==> src/rtl/hex_display_bank.sv <==
// Multi-digit active-low 7-segment driver: load-captured value, power-on lamp test, blink.
// Define HEXDISP_LZB_EN to blank leading zeros in normal display.
module hex_digit (
  input  logic [3:0] nib,
  input  logic       blank,
  output logic [6:0] seg
);
  always_comb begin
    seg = 7'h7f;
    if (!blank) begin
      case (nib)
        4'h0: seg = 7'b1000000;
        4'h1: seg = 7'b1111001;
        4'h2: seg = 7'b0100100;
        4'h3: seg = 7'b0110000;
        4'h4: seg = 7'b0011001;
        4'h5: seg = 7'b0010010;
        4'h6: seg = 7'b0000010;
        4'h7: seg = 7'b1111000;
        4'h8: seg = 7'b0000000;
        4'h9: seg = 7'b0010000;
        4'ha: seg = 7'b0001000;
        4'hb: seg = 7'b0000011;
        4'hc: seg = 7'b1000110;
        4'hd: seg = 7'b0100001;
        4'he: seg = 7'b0000110;
        default: seg = 7'b0001110;
      endcase
    end
  end
endmodule

module hex_display_bank #(
  parameter int DIGITS      = 6,
  parameter int BLINK_DIV   = 25000000,
  parameter int LAMP_CYCLES = 50000000
) (
  input  logic                  CLOCK_50,
  input  logic                  resetn,
  input  logic                  load,
  input  logic [4*DIGITS-1:0]   data,
  input  logic                  blink_en,
  output logic                  busy,
  output logic [7*DIGITS-1:0]   segs
);
  localparam int BW = (BLINK_DIV > 1) ? $clog2(BLINK_DIV) : 1;
  localparam int LW = (LAMP_CYCLES > 1) ? $clog2(LAMP_CYCLES) : 1;
  localparam logic [BW-1:0] BLAST = BW'(BLINK_DIV - 1);
  localparam logic [LW-1:0] LLAST = LW'(LAMP_CYCLES - 1);

  typedef enum logic {LAMP, RUN} state_t;

  state_t                   state;
  logic [DIGITS-1:0][3:0]   val;
  logic [DIGITS-1:0][6:0]   glyph;
  logic [DIGITS-1:0]        lzb;
  logic [BW-1:0]            bcnt;
  logic [LW-1:0]            lcnt;
  logic                     phase;

  genvar i;
  generate
    for (i = 0; i < DIGITS; i++) begin : g_lane
`ifdef HEXDISP_LZB_EN
      // digit 0 always shows, so a zero value still reads "0"
      if (i == 0) begin : g_lsd
        assign lzb[i] = 1'b0;
      end else begin : g_upper
        assign lzb[i] = ~|val[DIGITS-1:i];
      end
`else
      assign lzb[i] = 1'b0;
`endif
      hex_digit u_dig (.nib(val[i]), .blank(lzb[i]), .seg(glyph[i]));
    end
  endgenerate

  always_ff @(posedge CLOCK_50) begin
    if (!resetn) begin
      val   <= '0;
      bcnt  <= '0;
      lcnt  <= '0;
      phase <= 1'b0;
      segs  <= '1;
      busy  <= (LAMP_CYCLES > 0);
      state <= (LAMP_CYCLES > 0) ? LAMP : RUN;
    end else begin
      if (load) val <= data;
      case (state)
        LAMP: begin
          segs <= '0;
          // blink counter stays parked; a load can only re-clear it
          if (load || !blink_en) begin
            bcnt  <= '0;
            phase <= 1'b0;
          end
          if (lcnt == LLAST) begin
            state <= RUN;
            busy  <= 1'b0;
          end else begin
            lcnt <= lcnt + 1'b1;
          end
        end
        default: begin
          segs <= phase ? '1 : glyph;
          if (!blink_en || load) begin
            bcnt  <= '0;
            phase <= 1'b0;
          end else if (bcnt == BLAST) begin
            bcnt  <= '0;
            phase <= ~phase;
          end else begin
            bcnt <= bcnt + 1'b1;
          end
        end
      endcase
    end
  end
endmodule

==> config.mk <==
export PLATFORM = sky130hd
export DESIGN_NAME = hex_display_bank
export DESIGN_NICKNAME = d
export VERILOG_FILES = /design/src/rtl/hex_display_bank.sv
export SDC_FILE = /design/constraint.sdc
export NUM_CORES = 1
export LEC_CHECK = 0
export BUFFER_PORTS_ARGS = -buffer_cell sky130_fd_sc_hd__buf_2
export CAP_MARGIN = 30
export CORE_UTILIZATION = 50
export CTS_CLUSTER_DIAMETER = 200
export DETAILED_ROUTE_END_ITERATION = 10
export PLACE_DENSITY_LB_ADDON = 0.2
export SLEW_MARGIN = 20
export SYNTH_ARGS = -nofsm -noshare
export SYNTH_HDL_FRONTEND = slang
export SYNTH_SLANG_ARGS = --single-unit
==> constraint.sdc <==
create_clock -name CLOCK_50 -period 6.66 [get_ports CLOCK_50]
set_clock_uncertainty 0.2 [all_clocks]
set_input_delay 0.333 -clock CLOCK_50 [delete_from_list [all_inputs] [get_ports CLOCK_50]]
set_output_delay 0.333 -clock CLOCK_50 [all_outputs]
set_load 0.05 [all_outputs]
==> flow_metrics.py <==
metrics = {
    "logic_synthesis": {
        "ys_seq_area_share_pct": 44.9,
        "synth-seq-cells": 162,
        "synth_top_family_by_area": "simple AND/OR/NAND/NOR gates",
        "syn-instance-count": 803,
        "synth_area_leaders": "dfxtp_1, ha_1, nand2_1",
        "synth_area_leader_cell": "dfxtp_1",
        "syn_area_sq_mm": 0.00723,
        "synth_cell_types": 55,
        "async_reset_ff_share_pct": 0,
        "ys_warn_count": 0,
        "synth_compound_area_share_pct": 13.2,
        "synth.most_common_cell": "dfxtp_1",
        "syn_area_per_cell_sq_um": 9.00,
        "synth_ff_type": "dfxtp_1",
        "synth_fa_ha_area_share_pct": 6.58,
        "synth_simple_gate_area_share_pct": 21.3,
        "synth_top_area_share_pct": 44.9,
        "synth_common_cells": "dfxtp_1, nand2_1, nor2_1",
        "synth-xor-area-share_pct": 1.94,
        "synth_mux_area_share_pct": 7.76,
        "synthesis.nets": 869,
        "synth_edf_count": 0,
    },
    "pwr": {
        "p_total_mw": 2.21,
        "p_leak_nw": 3.37,
        "vdd_drop_max_mv": 0.220,
        "power.density_mw_per_mm2": 267,
    },
    "worst_setup_path": {
        "cp_common_cell": "buf_4",
        "r2r_start": "bcnt[0]$_SDFFE_PN0P_",
        "cp_max_fo": 76,
        "cp_slowest_stage_delay_ps": 570,
        "crit_path_start_kind": "primary input",
        "cp_num_buf_inv": 5,
        "crit_type": "in -> reg",
        "cp_top_family": "buffers and inverters",
        "worst_ep_required_time_ps": 6760,
        "critPathArrivalTime_ps": 3180,
        "reg2reg_to": "bcnt[7]$_SDFFE_PN0P_",
        "cp_cell_sequence": "buf_2, buf_4, clkinv_1, buf_4, nor2_1, inv_1, ha_1, mux4_2",
        "cp-end-kind": "flop",
        "r2r_cells": 7,
        "crit_slowest_cell": "buf_4",
        "worst-r2r-setup-slack_ps": 4270,
    },
    "cts": {
        "clk_pin_slew_ps": 70,
        "cts_hold_buf": 5,
        "htreeDepth": 4,
        "cts.sinks": 162,
        "cts_resized": 0,
        "ctsRootBufferMaster": "clkbuf_16",
        "clkLatencyLatePin_ps": 420,
        "post_cts_buffers": 0,
        "numCtsBuffers": 17,
        "cts_tree": "built",
        "clockBufferDepth": 2,
    },
    "final_layout": {
        "final_layout_size_suffix_gt1_share_pct": 15.4,
        "fin_cells": 1055,
        "stdcell_area_sq_mm": 0.00829,
        "fin_util_pct": 59.3,
        "final_nets": 928,
        "area_delta_synth_final_pct": 14.8,
        "seq_area_sq_mm": 0.00324,
        "multi_input_area_sq_mm": 0.00367,
        "antennaDiodeCount": 0,
        "nFillCells": 1236,
    },
    "placed_design": {
        "place_hpwl_mm": 10.4,
        "dp_cells": 1018,
        "dpl_cell_area_sq_mm": 0.00765,
        "portBuffers": 70,
        "gp_congestion": 0.872,
        "place_ws_ps": 3140,
    },
    "timing": {
        "rsz0062_at_grt": "no",
        "period_needed_ps": 3090,
        "tightestPinTransition_ps": 819,
        "slew_headroom_pct": 44.9,
        "slew_violations": 0,
        "min_period_over_period_pct": 46.4,
        "holdWs_ps": 16.9,
        "setup_viol": 0,
        "timing.final.ws_setup_ps": 3570,
        "fmaxAchievable_ghz": 0.324,
        "hold_viol_final": 0,
        "tns_ps": 0,
    },
    "route": {
        "wl_per_cell_um": 14.5,
        "vias": 6001,
        "drtPass1Iterations": 5,
        "vias_per_cell": 5.69,
        "dr.first_iter.drc_count": 553,
        "ant_nets": 0,
        "wirelength_mm": 15.3,
        "drcViolationCount": 0,
    },
    "hold_path": {
        "hold_start": "data[8]",
        "hp-class": "in -> reg",
        "min_path_cells": 3,
        "whs_endpoint": "val[8]$_SDFFE_PN0P_",
    },
    "floorplanning": {
        "die_y_um": 122,
        "initial_utilization_pct": 51.7,
        "ios": 71,
        "dieArea_sq_mm": 0.0149,
        "die_w_um": 122,
        "rows": 43,
        "coreArea_sq_mm": 0.0140,
    },
    "job": {
        "cap_violations": 0,
    },
    "grt": {
        "grt_usage_pct": 21.3,
        "overflow": 0,
        "antenna_found_initial": 0,
        "grt_pass1_vias": 5490,
        "grt_pass1_wl_mm": 25.2,
        "grt_max_degree": 77,
    },
    "status": {
        "status": "finished clean",
    },
}
## how the worst max path moves through the flow
stage                                          end  cells after the start  startpoint  slack, ps
finish              g_lane[4].u_dig.seg[3]$_DFF_P_                      8      resetn       3570
global route        g_lane[4].u_dig.seg[3]$_DFF_P_                      8      resetn       3360
CTS                 g_lane[4].u_dig.seg[3]$_DFF_P_                      8      resetn       3580
detailed placement  g_lane[4].u_dig.seg[3]$_DFF_P_                      8      resetn       3140
global placement    g_lane[5].u_dig.seg[3]$_DFF_P_                      8      resetn       3320
floorplan           g_lane[5].u_dig.seg[3]$_DFF_P_                      8        load       4190
## cell type report
type / instances / share of cell area (%)
multi-input combinational: 568 / 44.2
sequential: 162 / 39.1
timing repair buffer: 81 / 5.37
clock buffer: 19 / 5.34
tap: 180 / 2.72
clock inverter: 13 / 1.78
inverter: 32 / 1.45
## layout by cell type (no fill, tap or decap), types with 13 or more instances in the layout
cell type  instances
inv_1             25
nor4_1            15
a31oi_1           13
mux2i_1           29
dfxtp_1          162
nor3_1            25
nand3_1           29
buf_2             70
ha_1              38
a21oi_1           28
nor2_1            65
o21ai_0           64
nand2_1          115
o22ai_1           15
clkbuf_16         17
## layer usage
metal | vias up | global-route usage, % | routed length (um)
li1 | 2957 | - | -
met2 | 133 | 35.8 | 7300
met4 | 0 | 8.99 | 374
met3 | 38 | 4.97 | 635
met5 | - | 0 | 0
met1 | 2873 | 25.9 | 7010
## logic make-up after synthesis
kind of cell    after synthesis
fa+ha+maj                    38
buf+inv                      73
mux                          47
flops                       162
simple gates                315
compound gates              152
xor+xnor                     16
## worst reg2reg max path, cell delays in order, from the launching register on
cell      delay, ps
dfxtp_1         340
ha_1            220
nand3_1         210
nor3_1          120
a311oi_4        300
buf_4           380
or3b_2          480
nand3_1          90
## state kept, by name (all words and copies together), names as in the netlist
signal / flops
lcnt: 26
segs: 42
val: 24
g_lane.u_dig.seg: 42
bcnt: 25
busy: 1
phase: 1
state: 1
## power breakdown
part	total [mW]	switching [mW]	internal (mW)
Clock	0.973	0.404	0.568
Combinational	0.209	0.141	0.0679
Sequential	1.03	0.0125	1.02
Total	2.21	0.558	1.65
Note: power is estimated with default switching activity, not from simulation.
